`src/rtl/bellek_asamasi_p.sv`:
```
// Memory stage: execute op -> L1D request with lane alignment, load extension.
// Optional BELLEK_HIZALAMA_HATA_EN: misaligned ops fault via gy_hata_o.
module bellek_asamasi_p #(
  parameter int VERI_BIT   = 32,
  parameter int PS_BIT     = 32,
  parameter int YAZMAC_BIT = 5
) (
  input  logic                  clk_i,
  input  logic                  rst_i,
  input  logic                  istek_gecerli_i,
  output logic                  istek_hazir_o,
  input  logic                  istek_yaz_i,
  input  logic [1:0]            istek_boyut_i,
  input  logic                  istek_isaretsiz_i,
  input  logic [PS_BIT-1:0]     istek_adres_i,
  input  logic [VERI_BIT-1:0]   istek_veri_i,
  input  logic [YAZMAC_BIT-1:0] istek_rd_i,
  output logic                  l1v_istek_gecerli_o,
  input  logic                  l1v_istek_hazir_i,
  output logic [PS_BIT-1:0]     l1v_istek_adres_o,
  output logic                  l1v_istek_yaz_o,
  output logic [VERI_BIT-1:0]   l1v_istek_veri_o,
  output logic [VERI_BIT/8-1:0] l1v_istek_maske_o,
  input  logic                  l1v_veri_gecerli_i,
  output logic                  l1v_veri_hazir_o,
  input  logic [VERI_BIT-1:0]   l1v_veri_i,
  output logic                  gy_gecerli_o,
  output logic                  gy_yaz_o,
  output logic [YAZMAC_BIT-1:0] gy_rd_o,
  output logic [VERI_BIT-1:0]   gy_veri_o,
`ifdef BELLEK_HIZALAMA_HATA_EN
  output logic                  gy_hata_o,
`endif
  output logic                  cek_duraklat_o
);

  localparam int MB = VERI_BIT / 8;
  localparam int OB = $clog2(MB);
  localparam logic [1:0] BMAX =
    (VERI_BIT == 64) ? 2'd3 : 2'd2;

  typedef enum logic [1:0] {
    BOSTA = 2'd0,
    ISTEK = 2'd1,
    YANIT = 2'd2
  } durum_t;

  durum_t                  durum;
  logic [1:0]              boyut_q;
  logic                    isaretsiz_q;
  logic [OB-1:0]           ofs_q;
  logic [YAZMAC_BIT-1:0]   rd_q;

  logic [1:0]              boyut_e;
  logic [OB-1:0]           alt_m;
  logic [OB-1:0]           ofs_h;
  logic [MB-1:0]           maske_d;
  logic [VERI_BIT-1:0]     veri_d;

  logic [VERI_BIT-1:0]     kay;
  logic [VERI_BIT-1:0]     yukle;
  logic                    isaret;
  int                      n;

  assign istek_hazir_o  = (durum == BOSTA) && !rst_i;
  assign cek_duraklat_o = istek_gecerli_i && !istek_hazir_o
                          && !rst_i;

  // Decode incoming op: clamp size, align offset, build lane mask/data
  always_comb begin
    boyut_e = (istek_boyut_i > BMAX) ? BMAX : istek_boyut_i;
    alt_m = '0;
    for (int i = 0; i < OB; i++)
      alt_m[i] = (i < int'(boyut_e));
    ofs_h = istek_adres_i[OB-1:0] & ~alt_m;
    maske_d = '0;
    for (int i = 0; i < MB; i++)
      maske_d[i] = (i >= int'(ofs_h)) &&
                   (i < int'(ofs_h) + (1 << boyut_e));
    veri_d = istek_veri_i << {ofs_h, 3'b000};
  end

`ifdef BELLEK_HIZALAMA_HATA_EN
  logic hizasiz;
  assign hizasiz = (istek_boyut_i > BMAX) ||
                   (|(istek_adres_i[OB-1:0] & alt_m));
`endif

  // Extract the addressed lane from the response and extend it
  always_comb begin
    kay = l1v_veri_i >> {ofs_q, 3'b000};
    n = 8 << boyut_q;
    case (boyut_q)
      2'd0:    isaret = kay[7];
      2'd1:    isaret = kay[15];
      2'd2:    isaret = kay[31];
      default: isaret = kay[VERI_BIT-1];
    endcase
    isaret = isaret && !isaretsiz_q;
    yukle = '0;
    for (int i = 0; i < VERI_BIT; i++)
      yukle[i] = (i < n) ? kay[i] : isaret;
  end

  // Stage FSM with registered cache request and write-back outputs
  always_ff @(posedge clk_i) begin
    if (rst_i) begin
      durum               <= BOSTA;
      boyut_q             <= '0;
      isaretsiz_q         <= 1'b0;
      ofs_q               <= '0;
      rd_q                <= '0;
      l1v_istek_gecerli_o <= 1'b0;
      l1v_istek_adres_o   <= '0;
      l1v_istek_yaz_o     <= 1'b0;
      l1v_istek_veri_o    <= '0;
      l1v_istek_maske_o   <= '0;
      l1v_veri_hazir_o    <= 1'b0;
      gy_gecerli_o        <= 1'b0;
      gy_yaz_o            <= 1'b0;
      gy_rd_o             <= '0;
      gy_veri_o           <= '0;
`ifdef BELLEK_HIZALAMA_HATA_EN
      gy_hata_o           <= 1'b0;
`endif
    end else begin
      gy_gecerli_o <= 1'b0;
      gy_yaz_o     <= 1'b0;
`ifdef BELLEK_HIZALAMA_HATA_EN
      gy_hata_o    <= 1'b0;
`endif
      unique case (durum)
        BOSTA: begin
          if (istek_gecerli_i) begin
`ifdef BELLEK_HIZALAMA_HATA_EN
            if (hizasiz) begin
              gy_gecerli_o <= 1'b1;
              gy_hata_o    <= 1'b1;
              gy_rd_o      <= istek_rd_i;
              gy_veri_o    <= '0;
            end else begin
`endif
              l1v_istek_gecerli_o <= 1'b1;
              l1v_istek_adres_o   <=
                {istek_adres_i[PS_BIT-1:OB], {OB{1'b0}}};
              l1v_istek_yaz_o     <= istek_yaz_i;
              l1v_istek_veri_o    <= veri_d;
              l1v_istek_maske_o   <= maske_d;
              boyut_q             <= boyut_e;
              isaretsiz_q         <= istek_isaretsiz_i;
              ofs_q               <= ofs_h;
              rd_q                <= istek_rd_i;
              durum               <= ISTEK;
`ifdef BELLEK_HIZALAMA_HATA_EN
            end
`endif
          end
        end
        ISTEK: begin
          if (l1v_istek_hazir_i) begin
            l1v_istek_gecerli_o <= 1'b0;
            if (l1v_istek_yaz_o) begin
              gy_gecerli_o <= 1'b1;
              gy_rd_o      <= rd_q;
              gy_veri_o    <= '0;
              durum        <= BOSTA;
            end else begin
              l1v_veri_hazir_o <= 1'b1;
              durum            <= YANIT;
            end
          end
        end
        YANIT: begin
          if (l1v_veri_gecerli_i) begin
            l1v_veri_hazir_o <= 1'b0;
            gy_gecerli_o     <= 1'b1;
            gy_yaz_o         <= |rd_q;
            gy_rd_o          <= rd_q;
            gy_veri_o        <= yukle;
            durum            <= BOSTA;
          end
        end
        default: durum <= BOSTA;
      endcase
    end
  end

endmodule
```
`config.mk`:
```
export PLATFORM = sky130hd
export DESIGN_NAME = bellek_asamasi_p
export DESIGN_NICKNAME = d
export VERILOG_FILES = /design/src/rtl/bellek_asamasi_p.sv
export SDC_FILE = /design/constraint.sdc
export NUM_CORES = 1
export LEC_CHECK = 0
export ABC_CLOCK_PERIOD_IN_PS = 4130
export CORE_MARGIN = 5
export CORE_UTILIZATION = 46
export CTS_CLUSTER_DIAMETER = 200
export DETAILED_ROUTE_END_ITERATION = 6
export PLACE_DENSITY = 0.85
export SYNTH_ARGS = -nofsm -noshare
export SYNTH_HDL_FRONTEND = slang
export SYNTH_SLANG_ARGS = --single-unit
```
`constraint.sdc`:
```
create_clock -name clk_i -period 4.13 [get_ports clk_i]
set_input_delay 0.6195 -clock clk_i [delete_from_list [all_inputs] [get_ports clk_i]]
set_output_delay 0.6195 -clock clk_i [all_outputs]
set_load 0.02 [all_outputs]
```
---- Word level (Yosys, flattened, before mapping) ----
Index checks and enable logic that the tools add are counted.
storage, ports and cells
  register bits after elaboration ......... 120
  bits in latches ......................... 0
  bits in writable memories ............... 0
  bits in read-only memories .............. 0
  output and inout port bits .............. 112
  memories ................................ 0
operators by class
  add/sub/neg operators ................... 1
  multiply operators ...................... 0
  div/mod/pow operators ................... 0
  magnitude comparators ................... 42
  eq/ne operators ......................... 8
  shift-type cells ........................ 4
  mux-type cells .......................... 58
  bitwise logic cells ..................... 4
  reduce and logical (&&, ||, !) cells .... 21
operators by type and width
  kind                    count
  $lt A6 B32 Y1 const A   16
  $lt A5 B32 Y1 const A   8
  $lt A3 B32 Y1 const A   4
  $lt A4 B32 Y1 const A   4
  $mux W32                3
  $lt A1 B32 Y1 const A   2
  $lt A2 B32 Y1 const A   2
  $pmux W32 S2            1
  $mux W1                 40
  $add A3 B32 Y32         1
  $shl A1 B2 Y32 const A  1
  $shl A32 B5 Y32         1
  $shl A4 B2 Y32 const A  1
  $shr A32 B5 Y32         1
  $mux W5                 3
  $mux W2                 5
  $ne A2 B2 Y1 const B    5
  $pmux W5 S2             1
  $pmux W1 S2             4
  $reduce_and A4 Y1       2
  $logic_and A1 B1 Y1     7
  $pmux W2 S3             1
  $reduce_and A3 Y1       2
  $reduce_or A5 Y1        1
  other kinds (14)        22

---- Logic depth before layout (Yosys ltp) ----
  word-level depth ........................ 8
  depth in mapped cells ................... 10
  gate-level depth less buffers ........... 7

---- Worst setup path before layout ----
OpenSTA, ideal clock, no wires.
  kind .................................... input to register
  start point ............................. in istek_boyut_i[1]
  end point ............................... reg l1v_istek_maske_o[2]
  setup time .............................. 120 ps
  arrival ................................. 2,393 ps
  setup slack ............................. 1,617 ps
  stages on the path ...................... 8
  buffers on the path ..................... 3
  cell sequence ........................... buf_6 -> nor2b_1 -> clkbuf_1 -> clkbuf_1 -> fa_1 -> nand2_1 -> a21oi_1 -> o31a_1
on the way
  word-level cells in the longest chain between the ends .. 8
  elaborated cells on any way between the ends .. 11
  classes of those cells .................. add/sub: 1; order compare: 5; shift: 1; mux: 1; bitwise: 2; reduce/logical: 1
ends and longest elaborated chain
  what                     line  source
  start, declared          13    input logic [1:0] istek_boyut_i,
  $gt A2 B2 Y1             71    boyut_e = (istek_boyut_i > BMAX) ? BMAX : istek_boyut_i;
  $mux W2 (*)              71
  $lt A1 B2 Y1 (*)         74    alt_m[i] = (i < int'(boyut_e));
  $not A2 Y2 (*)           75    ofs_h = istek_adres_i[OB-1:0] & ~alt_m;
  $and A2 B2 Y2 (*)        75
  via ofs_h[1]             56    logic [OB-1:0] ofs_h;
  $add A3 B32 Y32          79    (i < int'(ofs_h) + (1 << boyut_e));
  $lt A3 B32 Y1            79
  $logic_and A1 B1 Y1 (*)  78    maske_d[i] = (i >= int'(ofs_h)) &&
  end signal, assigned     148   l1v_istek_maske_o <= maske_d;
  end, declared            23    output logic [VERI_BIT/8-1:0] l1v_istek_maske_o,
The timed path passes the listed nets; every way through them passes the cells marked *.
A chain may end at the register's enable or synchronous reset.

---- Worst setup path in the final report ----
  start point ............................. in istek_boyut_i[1]
  end point ............................... reg l1v_istek_maske_o[2]
on the way
  word-level cells in the longest chain between the ends .. 8
  elaborated cells on any way between the ends .. 11
  classes of those cells .................. add/sub: 1; order compare: 5; shift: 1; mux: 1; bitwise: 2; reduce/logical: 1
ends and longest elaborated chain
  what                     line
  $gt A2 B2 Y1             71
  $mux W2 (*)              71
  $lt A1 B2 Y1             74
  $not A2 Y2               75
  $and A2 B2 Y2            75
  $add A3 B32 Y32          79
  $lt A3 B32 Y1            79
  $logic_and A1 B1 Y1 (*)  78
Every way passes the cells marked *; elsewhere a longest branch is shown, timed or not.

==> impl_metrics.ini <==
[global_routing]
grt_pass1_wl_um = 28000
grt_overflow = 0
grt_max_degree = 70
grt_usage_pct = 24.4
grt_pass1_vias = 5482
antenna_found_initial = 0

[routing]
wirelength_um = 17700
drc = 0
ant_nets = 0
wl_per_cell_um = 18.3
vias_per_cell = 5.68
dr.pass1.iters = 6
drt_iter0_drc = 508
vias = 5488

[clock_tree]
clk_pin_slew_ns = 0.05
cts_tree = yes
clock_latency_ns = 0.42
cts_sinks = 120
cts_setup_buffers = 0
cts_resized = 0
cts_buffers = 17
cts-root-buf = clkbuf_16
htree_levels = 4
clock_path_buffers = 2
hold_buffers = 0

[logic_synthesis]
synth_ff_type = dfxtp_1
synth_area_leader_cell = dfxtp_1
synth_area_leaders = dfxtp_1 45%, nand2_1 8.5%, a21oi_1 7.0%
synth_top_area_share_pct = 45.2
syn_area_per_cell_um2 = 8.59
synth_edf_count = 0
yosys-top-cells-count = 120 x dfxtp_1, 120 x nand2_1, 74 x a21oi_1
syn_area_um2 = 5320
yosys_warnings = 0
synth-seq-cells = 120
syn_inst = 619
yosysSeqAreaShare_pct = 45.2
yosys.cell_types.count = 53
synthArstFlopShare_pct = 0

[timing]
final.min_clock_period_ns = 2.99
fin_hold_ws_ns = 0.452
slew_violations = 0
worstMarginPinSlew_ns = 1.20
finalCritPeriodShare_pct = 72.3
setup_viol = 0
fmax_ghz = 0.335
max-slew-margin-rel_pct = 19.4
tns_ns = 0
rsz0062_at_grt = false
hold_viol = 0
fin_skew_ns = 0.00893

[placed_design]
portBuffers = 219
gp_congestion = 0.917
place_hpwl_um = 12600
placedCellCount = 934
placed_area_um2 = 7480

[layout]
syn_to_final_growth_pct = 51.9
antennaDiodeCount = 0
drive_gt1_share_pct = 7.29
fin_cells = 966
nNetsFinal = 925
final_area_um2 = 8080

[worst_setup_path]
start_kind = primary input
path_cells = clkdlybuf4s50_1 > or3b_1 > inv_6 > fa_1 > o21ai_0 > a21oi_1 > o31a_1
critPathKind = primary input to register
worstPathRequired_ns = 4.43
critPathArrivalTime_ns = 3.29
crit_path_top_delay_cell = or3b_1
crit_fanout = 20
worstSetupEndpointType = register
cpPeakStageDelay_ns = 0.71

[floorplanning]
die-width_um = 118
start_util_pct = 46.8
dieArea_um2 = 13800
num_rows = 39
top_level_ports = 222
die_h_um = 118
coreArea_um2 = 11400

[flow_run]
max-cap-violations = 0

[pwr]
fin_total_pwr_mw = 3.47
power_density_nw_per_um2 = 429
p_leak_nw = 3.04
irDropWorstVdd_mv = 0.317

[min_path]
hold_class = register to register

[status]
status = finished, final reports clean
path summary, 6_finish.rpt:
| path | from | to | slack, ns | depth (start not counted) |
|---|---|---|---|---|
| hold reg to reg | l1v_istek_adres_o[29] | l1v_istek_adres_o[29] | 0.45 | 2 |
| hold / removal | l1v_istek_adres_o[29] | l1v_istek_adres_o[29] | 0.45 | 2 |
| setup reg to reg | durum[1] | gy_veri_o[29] | 1.67 | 6 |
| setup / recovery | istek_boyut_i[1] | l1v_istek_maske_o[2] | 1.14 | 7 |
cell type report:
type                    count  area, um^2
fillers                   857        3290
multi-input cells         440        2650
flip-flops and latches    120        2400
repair buffers            224        2230
clock buffers              24         502
well taps                 143         179
clock inverters             8        92.6
inverters                   7        31.3
metrics by stage:
stage	utilization [%]	setup slack [ns]
floorplan	-	1.62
global placement	65.8	0.865
detailed placement	65.8	0.738
CTS	71.1	1.17
global route	71.1	0.959
finish	71.1	1.14
report_power, final:
group,internal (mW),switching (mW)
Sequential,1.24,0.0527
Combinational,0.332,0.386
Clock,0.961,0.500
worst max-delay path: cells and delay by family:
family                     cells  cell delay [ns]
adders and majority gates      1             0.48
buffers and inverters          2             0.87
and+or+nand+nor                1             0.71
AOI/OAI and AO/OA              3             0.61
metal layers:
metal  vias up  share of wire, %  GRT usage (%)
met5         -                 0              0
met4         0               3.8           12.3
met3        52               8.6           7.35
met2       275                50           42.3
met1      2596                38           27.0
li1       2565                 -              -
state kept, by name, indices dropped and copies added, names as in the netlist, 2 cells and up:
register,count
ofs_q,2
rd_q,5
gy_rd_o,5
gy_veri_o,32
l1v_istek_adres_o,30
durum,2
l1v_istek_veri_o,32
l1v_istek_maske_o,4
boyut_q,2
cell usage in the layout, fill, tap and decap left out, types with 8 or more instances in the layout:
cell type,n
nor2b_1,11
o21ai_0,23
dfxtp_1,120
a221o_1,8
nand2_1,119
nor3_1,11
clkbuf_16,17
clkdlybuf4s50_1,218
a2bb2oi_1,8
a21oi_1,74
a22oi_1,16
a32oi_1,8
o21ba_2,8
a22o_1,8
nor2_1,43
mux2i_1,31
cells by family after synthesis:
group                    after synthesis  synth area share (%)
AND/OR/NAND/NOR                      209                  16.8
adder cells (fa/ha/maj)                5                  1.32
flip-flops                           120                  45.2
multiplexers                          39                  7.74
buffers and inverters                 60                  5.36
AO/OA/AOI/OAI                        185                  23.6
other                                  1                0.0705
(Power assumes the default switching activity.)
